--- src/rtl/score_display_ctrl.sv ---
// Score/high-score keeper for the game screen: BCD score with saturation at 99,
// high-score capture at game over, and frame-synchronous 7-segment patterns.
module score_display_ctrl #(
  parameter bit BLANK_LZ = 1'b0
) (
  input  logic        clk,
  input  logic        rst_n,
  input  logic        frame_tick,
  input  logic        point,
  input  logic        game_start,
  input  logic        game_over,
  output logic [13:0] seg,
  output logic [13:0] seg_high,
  output logic        new_high,
  output logic [1:0]  state
);

  typedef enum logic [1:0] {
    IDLE = 2'd0,
    PLAY = 2'd1,
    OVER = 2'd2
  } state_t;

  localparam logic [13:0] RST_SEG = BLANK_LZ ? 14'h007E : 14'h3F7E;

  state_t     cur_state;
  logic [3:0] sc_t, sc_u, hi_t, hi_u;
  logic [3:0] inc_t, inc_u, eff_t, eff_u;
  logic       beats_high;
  logic [13:0] seg_next, seg_high_next;

  function automatic logic [6:0] enc7(input logic [3:0] d);
    logic [6:0] s;
    case (d)
      4'd0:    s = 7'h7E;
      4'd1:    s = 7'h30;
      4'd2:    s = 7'h6D;
      4'd3:    s = 7'h79;
      4'd4:    s = 7'h33;
      4'd5:    s = 7'h5B;
      4'd6:    s = 7'h5F;
      4'd7:    s = 7'h70;
      4'd8:    s = 7'h7F;
      4'd9:    s = 7'h7B;
      default: s = 7'h00;
    endcase
    return s;
  endfunction

  function automatic logic [13:0] enc_pair(input logic [3:0] t, input logic [3:0] u);
    logic [6:0] tens;
    tens = (BLANK_LZ && (t == 4'd0)) ? 7'h00 : enc7(t);
    return {tens, enc7(u)};
  endfunction

  // The game-over comparison uses the score including a same-cycle point.
  always_comb begin
    inc_t = sc_t;
    inc_u = sc_u;
    if ((sc_t == 4'd9) && (sc_u == 4'd9)) begin
      inc_t = sc_t;
      inc_u = sc_u;
    end else if (sc_u == 4'd9) begin
      inc_u = 4'd0;
      inc_t = sc_t + 4'd1;
    end else begin
      inc_u = sc_u + 4'd1;
    end
    eff_t         = point ? inc_t : sc_t;
    eff_u         = point ? inc_u : sc_u;
    beats_high    = {eff_t, eff_u} > {hi_t, hi_u};
    seg_next      = enc_pair(sc_t, sc_u);
    seg_high_next = enc_pair(hi_t, hi_u);
  end

  always_ff @(posedge clk or negedge rst_n) begin
    if (!rst_n) begin
      cur_state <= IDLE;
      sc_t      <= 4'd0;
      sc_u      <= 4'd0;
      hi_t      <= 4'd0;
      hi_u      <= 4'd0;
      new_high  <= 1'b0;
    end else begin
      case (cur_state)
        IDLE, OVER: begin
          if (game_start) begin
            sc_t      <= 4'd0;
            sc_u      <= 4'd0;
            new_high  <= 1'b0;
            cur_state <= PLAY;
          end
        end
        PLAY: begin
          sc_t <= eff_t;
          sc_u <= eff_u;
          if (game_over) begin
            if (beats_high) begin
              hi_t     <= eff_t;
              hi_u     <= eff_u;
              new_high <= 1'b1;
            end
            cur_state <= OVER;
          end
        end
        default: cur_state <= IDLE;
      endcase
    end
  end

  // Patterns only move at the frame boundary so a digit never tears mid-frame.
  always_ff @(posedge clk or negedge rst_n) begin
    if (!rst_n) begin
      seg      <= RST_SEG;
      seg_high <= RST_SEG;
    end else if (frame_tick) begin
      seg      <= seg_next;
      seg_high <= seg_high_next;
    end
  end

  assign state = cur_state;

endmodule

--- config.mk ---
export PLATFORM = sky130hd
export DESIGN_NAME = score_display_ctrl
export DESIGN_NICKNAME = d
export VERILOG_FILES = /design/src/rtl/score_display_ctrl.sv
export SDC_FILE = /design/constraint.sdc
export NUM_CORES = 1
export LEC_CHECK = 0
export BUFFER_PORTS_ARGS = -buffer_cell sky130_fd_sc_hd__buf_4
export CAP_MARGIN = 20
export CORE_MARGIN = 5
export CORE_UTILIZATION = 50
export DETAILED_ROUTE_END_ITERATION = 7
export PLACE_DENSITY_LB_ADDON = 0.1
export SYNTH_ARGS = -nofsm -noshare
export SYNTH_HDL_FRONTEND = slang
export SYNTH_SLANG_ARGS = --single-unit
--- constraint.sdc ---
create_clock -name clk -period 2.8 [get_ports clk]
set_clock_uncertainty 0.1 [all_clocks]
set_input_delay 0.56 -clock clk [delete_from_list [all_inputs] [get_ports clk]]
set_output_delay 0.56 -clock clk [all_outputs]
set_load 0.02 [all_outputs]
==> out/metrics.yaml, run 1 <==
setup_path:
  cp_top_family: "simple AND/OR/NAND/NOR gates"
  critPathMaxFanout: 5
  critical-path-max-stage-delay_ns: 0.41
  endpoint_kind: "register"
  crit_arrival_ns: 2.85
  crit_type: "register to register"
  crit_chain: "inv_2 > ha_4 > and3b_2 > and3_4 > nand2_2 > o21ai_2 > ha_1 > a41o_1 > a21oi_2 > nor3_2 > a31oi_4 > buf_6 > mux2_2"
  cp.required_ns: 2.89
  critPathSlowestCell: "dfrtp_2"
  cp.buffers_inverters: 2
  start_kind: "register"
place:
  place_hpwl_mm: 4.56
  place_congestion: 0.806
  placed_area_mm2: 0.00340
  placed_cells: 432
  io_buffers: 36
logic_synthesis:
  ys.flop_type: "dfstp_2"
  synth-seq-cells: 47
  ys_types: 45
  synth_cells: 312
  async_flop_share_pct: 100
  yosysSeqAreaShare_pct: 41.6
  synth_edf_count: 0
  yosys_warnings: 0
  synth_fp_nets: 353
  avgSynthCellArea_um2: 9.30
  synth_area_mm2: 0.00290
floorplanning:
  coreArea_mm2: 0.00557
  start_util_pct: 52.1
  die-width_um: 86.2
  dieHeight_um: 86.2
  row_count: 27
  num_io_pins: 37
  die-area_mm2: 0.00743
final_layout:
  utilization_pct: 65.7
  final_area_mm2: 0.00366
  syn_to_final_growth_pct: 26.2
  drive_gt1_share_pct: 34.6
  final_nets: 410
  fin_cells: 442
  antenna_cells: 0
route:
  routedWlPerCell_um: 14.6
  drtAntennaViolNets: 0
  drt_first_pass_iters: 4
  routed_wl_mm: 6.47
  vias: 2303
  via_per_inst: 5.21
  drt_iter0_drc: 115
  drcViolationCount: 0
pwr:
  power_leakage_nw: 1.71
  power_density_mw_per_mm2: 714
  ir_worst_vdd_v: 0.000481
global_route:
  overflow: 0
  antenna_found_initial: 0
  grt_pass1_vias: 2159
  grt_max_degree: 57
  grt_pass1_wl_mm: 10.6
  grt_usage_pct: 17.6
timing:
  maxSlewHeadroom_pct: 60.5
  setup-violations-final: 0
  worst_pin_slew_ns: 0.593
  fin_crit_sh_pct: 98.7
  rsz0062_at_grt: "true"
  period_needed_ns: 2.76
  finalMaxSlewViolations: 0
  hold_viol_final: 0
  fmax_ghz: 0.362
  tns_ns: 0
hold_path:
  min_path_type: "input pin to asynchronous set/reset pin"
cts:
  cts_hold_buf: 0
  ctsHtreeMaxLevel: 2
  insertion_delay_ns: 0.30
  cts-root-buf: "clkbuf_8"
  cts_buffers: 5
  clk_pin_slew_ns: 0.09
  cts_tree: "built"
  clock_path_buffers: 2
  cts.sinks: 47
flow_run:
  drv_cap: 0
status:
  status: "finished clean"
## per-stage QoR
stage	power [mW]	hold WS, ns	worst slack (ns)
final	2.61	0.166	0.0353
after CTS	2.56	0.179	-0.00607
after global placement	2.05	0.357	-0.00279
after floorplan	1.63	0.164	0.0122
after global routing	2.81	0.206	-0.0794
after detailed placement	2.06	0.366	-0.0476
## final cells by class
type	instances	area (um^2)
Timing Repair Buffer	61	469
Inverter	27	101
Sequential cell	47	1210
Multi-Input combinational cell	227	1680
Fill cell	455	1910
Tap cell	72	90.1
Clock buffer	7	108
Clock inverter	1	5.00
## layer usage
metal	GRT usage, %	share of wire, %	wire length [um]
met5	0	0	0
met2	24.2	42	2720
met4	5.95	1.0	65
met3	2.95	4.1	266
met1	27.8	53	3420
## report_power, final
group	switching, mW	internal, mW	total, mW
Combinational	0.641	0.529	1.17
Clock	0.234	0.253	0.487
Sequential	0.0987	0.857	0.956
## synthesized netlist by cell type (2+ instances only)
master | n | area, um^2
nand2_1 | 25 | 93.8
dfstp_2 | 24 | 631
o211ai_1 | 2 | 15.0
and2_1 | 2 | 12.5
xnor2_1 | 3 | 26.3
and3_1 | 4 | 25.0
o311ai_0 | 2 | 17.5
o21ai_0 | 27 | 135
nor2_1 | 33 | 124
nand3_1 | 11 | 55.1
xor2_1 | 2 | 17.5
clkinv_1 | 3 | 11.3
nand2b_1 | 3 | 18.8
ha_1 | 35 | 438
buf_1 | 2 | 7.51
nand3b_1 | 2 | 15.0
mux2i_1 | 2 | 20.0
inv_1 | 24 | 90.1
o21a_1 | 2 | 15.0
mux2_2 | 9 | 101
buf_2 | 3 | 15.0
a22o_1 | 4 | 35.0
a31oi_1 | 4 | 25.0
nand4_1 | 3 | 18.8
o221ai_1 | 2 | 17.5
a21oi_1 | 30 | 150
dfrtp_1 | 23 | 576
a22oi_1 | 4 | 30.0
clkbuf_1 | 6 | 22.5
## path summary, 6_finish.rpt
check	endpoint	depth (start not counted)	start	slack [ns]
worst max-delay path	hi_t[3]$_DFFE_PN0P_	13	sc_u[1]$_DFFE_PN0P_	0.04
worst min register to register	seg[5]$_DFFE_PN1P_	2	seg[5]$_DFFE_PN1P_	0.38
worst min-delay path	seg[0]$_DFFE_PN0P_	1	rst_n	0.17
max in group asynchronous	sc_u[1]$_DFFE_PN0P_	1	rst_n	2.02
min in group clk	seg[5]$_DFFE_PN1P_	2	seg[5]$_DFFE_PN1P_	0.38
worst max register to register	hi_t[3]$_DFFE_PN0P_	13	sc_u[1]$_DFFE_PN0P_	0.04
## placed cells by master, fill, tap and decap left out, drive strengths merged, types with 2 or more instances in the layout
master / synthesis / routed
a22o: 4 / 4
a21oi: 31 / 31
nand2: 26 / 26
mux2i: 2 / 2
o211ai: 2 / 2
and2: 2 / 2
o221ai: 2 / 2
o21ai: 27 / 27
and3: 4 / 4
xor2: 2 / 2
inv: 24 / 24
nor2: 34 / 34
ha: 35 / 35
clkbuf: 6 / 7
dfrtp: 23 / 23
nand3b: 2 / 2
nand2b: 3 / 3
a31oi: 5 / 5
xnor2: 3 / 3
dfstp: 24 / 24
nand3: 11 / 11
clkinv: 3 / 4
o21a: 2 / 2
o311ai: 2 / 2
buf: 5 / 61
mux2: 9 / 9
nand4: 3 / 3
nor3: 2 / 2
a22oi: 4 / 4
## logic make-up (layout without fill, tap and decap cells)
group	after synthesis	in the layout	share of synthesized area, %
mux	11	11	4.18
xor+xnor	5	5	1.51
simple gates	92	92	15.0
buf+inv	38	96	5.05
fa+ha+maj	35	35	15.1
flops	47	47	41.6
compound gates	84	84	17.6
## state kept, by name, summed over array words and instances (netlist names)
name and cells:
seg 14, seg_high 14, hi_t 4, hi_u 4, sc_t 4, sc_u 4, state 2, new_high 1
## timing repair
| action | 4_1_cts | 5_1_grt |
|---|---|---|
| resized for setup | 4 | 26 |
| pin swaps | 0 | 11 |
| buffers inserted | 0 | 2 |
| setup endpoints to repair | 7 | 7 |
| cloned | 0 | 0 |
Power figures use the tool's default switching activity.
==> run 2: changes to the inputs <==
Settings changed: CORE_MARGIN 5 to 2.
==> run 2 against run 1 <==
  * Clock power down 8.8%
  * Register-to-register slack better by 0.02 ns
  * Sequential share of layout area up 0.56 points
  * Highest routed layer unchanged
==> out/metrics.yaml, run 2 (synthesis gave the netlist of run 1 again) <==
place:
  place_hpwl_mm: 4.42  # was 4.56 mm
  placed_cells: 427  # was 432
  io_buffers: 36  # unchanged
  place_congestion: 0.800  # was 0.806
route:
  via_per_inst: 5.37  # was 5.21
  drtAntennaViolNets: 0  # unchanged
  vias: 2370  # was 2303
  routed_wl_mm: 6.22  # was 6.47 mm
  drcViolationCount: 0  # unchanged
  routedWlPerCell_um: 14.1  # was 14.6 um
  drt_first_pass_iters: 4  # unchanged
  drt_iter0_drc: 85  # was 115
final_layout:
  mostFrequentLayoutCells: "buf_4, nor2_1, ha_1"  # unchanged
  layout_commonest_cell: "buf_4"  # unchanged
  fin_cells: 441  # was 442
  top_regs: "seg x14, seg_high x14"  # unchanged
  utilization_pct: 65.0  # was 65.7%
  drive_gt1_share_pct: 32.5  # was 34.6%
  syn_to_final_growth_pct: 24.2  # was 26.2%
  final_nets: 409  # was 410
  multi_input_comb_area_mm2: 0.00164  # was 0.00168 mm^2
  fill_cells: 474  # was 455
  final-seq-area_mm2: 0.00121  # about the same
  antenna_cells: 0  # unchanged
flow_run:
  drv_cap: 0  # unchanged
global_route:
  antenna_found_initial: 0  # unchanged
  grt_pass1_vias: 2236  # was 2159
  grt_usage_pct: 20.7  # was 17.6%
  grt_pass1_wl_mm: 10.5  # was 10.6 mm
  overflow: 0  # unchanged
  grt_max_degree: 57  # unchanged
setup_path:
  endpoint_kind: "register"  # unchanged
  r2r_cells: 12  # was 13
  start_kind: "register"  # unchanged
  critPathMaxFanout: 7  # was 5
  crit_type: "register to register"  # unchanged
  crit_arrival_ns: 2.83  # was 2.85 ns
  cp.required_ns: 2.88  # was 2.89 ns
floorplanning:
  coreArea_mm2: 0.00554  # was 0.00557 mm^2
  die-area_mm2: 0.00643  # was 0.00743 mm^2
  dieHeight_um: 80.2  # was 86.2 um
  die-width_um: 80.2  # was 86.2 um
  num_io_pins: 37  # unchanged
  start_util_pct: 52.4  # was 52.1%
  row_count: 27  # unchanged
timing:
  period_needed_ns: 2.74  # was 2.76 ns
  fmax_ghz: 0.365  # was 0.362 GHz
  whs_ns: 0.170  # was 0.166 ns
  setup-violations-final: 0  # unchanged
  rsz0062_at_grt: "true"  # unchanged
  hold_viol_final: 0  # unchanged
  worst_pin_slew_ns: 0.597  # was 0.593 ns
  fin_crit_sh_pct: 98.0  # was 98.7%
  maxSlewHeadroom_pct: 60.2  # was 60.5%
  finalMaxSlewViolations: 0  # unchanged
cts:
  ctsHtreeMaxLevel: 2  # unchanged
  cts_tree: "built"  # unchanged
  cts.sinks: 47  # unchanged
  clk_pin_slew_ns: 0.08  # was 0.09 ns
  cts-root-buf: "clkbuf_8"  # unchanged
  clock_path_buffers: 2  # unchanged
  cts_buffers: 5  # unchanged
  insertion_delay_ns: 0.29  # was 0.30 ns
pwr:
  power_leakage_nw: 1.70  # was 1.71 nW
  power_density_mw_per_mm2: 710  # was 714 mW/mm^2
  ir_worst_vdd_v: 0.000448  # was 0.000481 V
status:
  status: "finished clean"  # unchanged
hold_path:
  min_path_type: "input pin to asynchronous set/reset pin"  # unchanged
==> run 2: through the flow <==
step           power [mW]  TNS [ns]  cell area (um^2)  setup slack [ns]
3_5_place_dp         2.04    -0.347              3360           -0.0569
3_3_place_gp         2.02         0              3360            0.0155
4_1_cts              2.50   -0.0104              3480          -0.00756
5_1_grt              2.75    -0.173              3600           -0.0391
6_report             2.56         0              3600            0.0566
2_1_floorplan        1.63         0              2910            0.0122
==> run 2: final cells by class <==
class | instances | share of cell area (%)
inverters | 27 | 2.81
multi-input cells | 227 | 45.5
repair buffers | 60 | 12.8
clock buffers | 8 | 2.78
flip-flops and latches | 47 | 33.5
well taps | 72 | 2.50
==> run 2: path summary, 6_finish.rpt <==
kind | from | endpoint | slack [ns]
min in group clk | seg[12]$_DFFE_PN1P_ | seg[12]$_DFFE_PN1P_ | 0.37
setup reg to reg | sc_u[0]$_DFFE_PN0P_ | hi_t[3]$_DFFE_PN0P_ | 0.06
hold / removal | rst_n | hi_t[0]$_DFFE_PN0P_ | 0.17
setup / recovery | sc_u[0]$_DFFE_PN0P_ | hi_t[3]$_DFFE_PN0P_ | 0.06
hold reg to reg | seg[12]$_DFFE_PN1P_ | seg[12]$_DFFE_PN1P_ | 0.37
max in group asynchronous | rst_n | sc_t[0]$_DFFE_PN0P_ | 1.99
==> run 2: critical path, stage by stage, from the launching register on <==
cell and delay [ns]:
dfrtp_1 0.42, ha_4 0.18, and3b_2 0.22, and3_4 0.21, nand2_2 0.07, o21ai_2 0.06
ha_1 0.30, a41o_1 0.24, a21oi_2 0.12, nor3_2 0.07, a31oi_4 0.18, buf_12 0.16
mux2_4 0.30
==> run 2: per-layer routing <==
metal  track usage, %  part of all wire, %  up-vias
met5                0                    0        -
li1                 -                    -     1194
met4             6.10                 0.74        0
met3             3.37                  3.2        5
met1             29.2                   47     1132
met2             32.6                   49       39
==> run 2: what timing repair did <==
item | CTS | global route
endpoints found under the hold margin | 0 | 0
pin swaps | 3 | 9
gates resized for setup | 4 | 18
hold buffers | 0 | 0
buffers inserted | 1 | 5
setup endpoints to repair | 7 | 9
==> run 2: power breakdown <==
| part | total (mW) | internal, mW | switching [mW] | leakage (nW) |
|---|---|---|---|---|
| combinational | 1.15 | 0.525 | 0.626 | 1.09 |
| sequential | 0.963 | 0.858 | 0.105 | 0.556 |
| clock | 0.444 | 0.226 | 0.218 | 0.0515 |
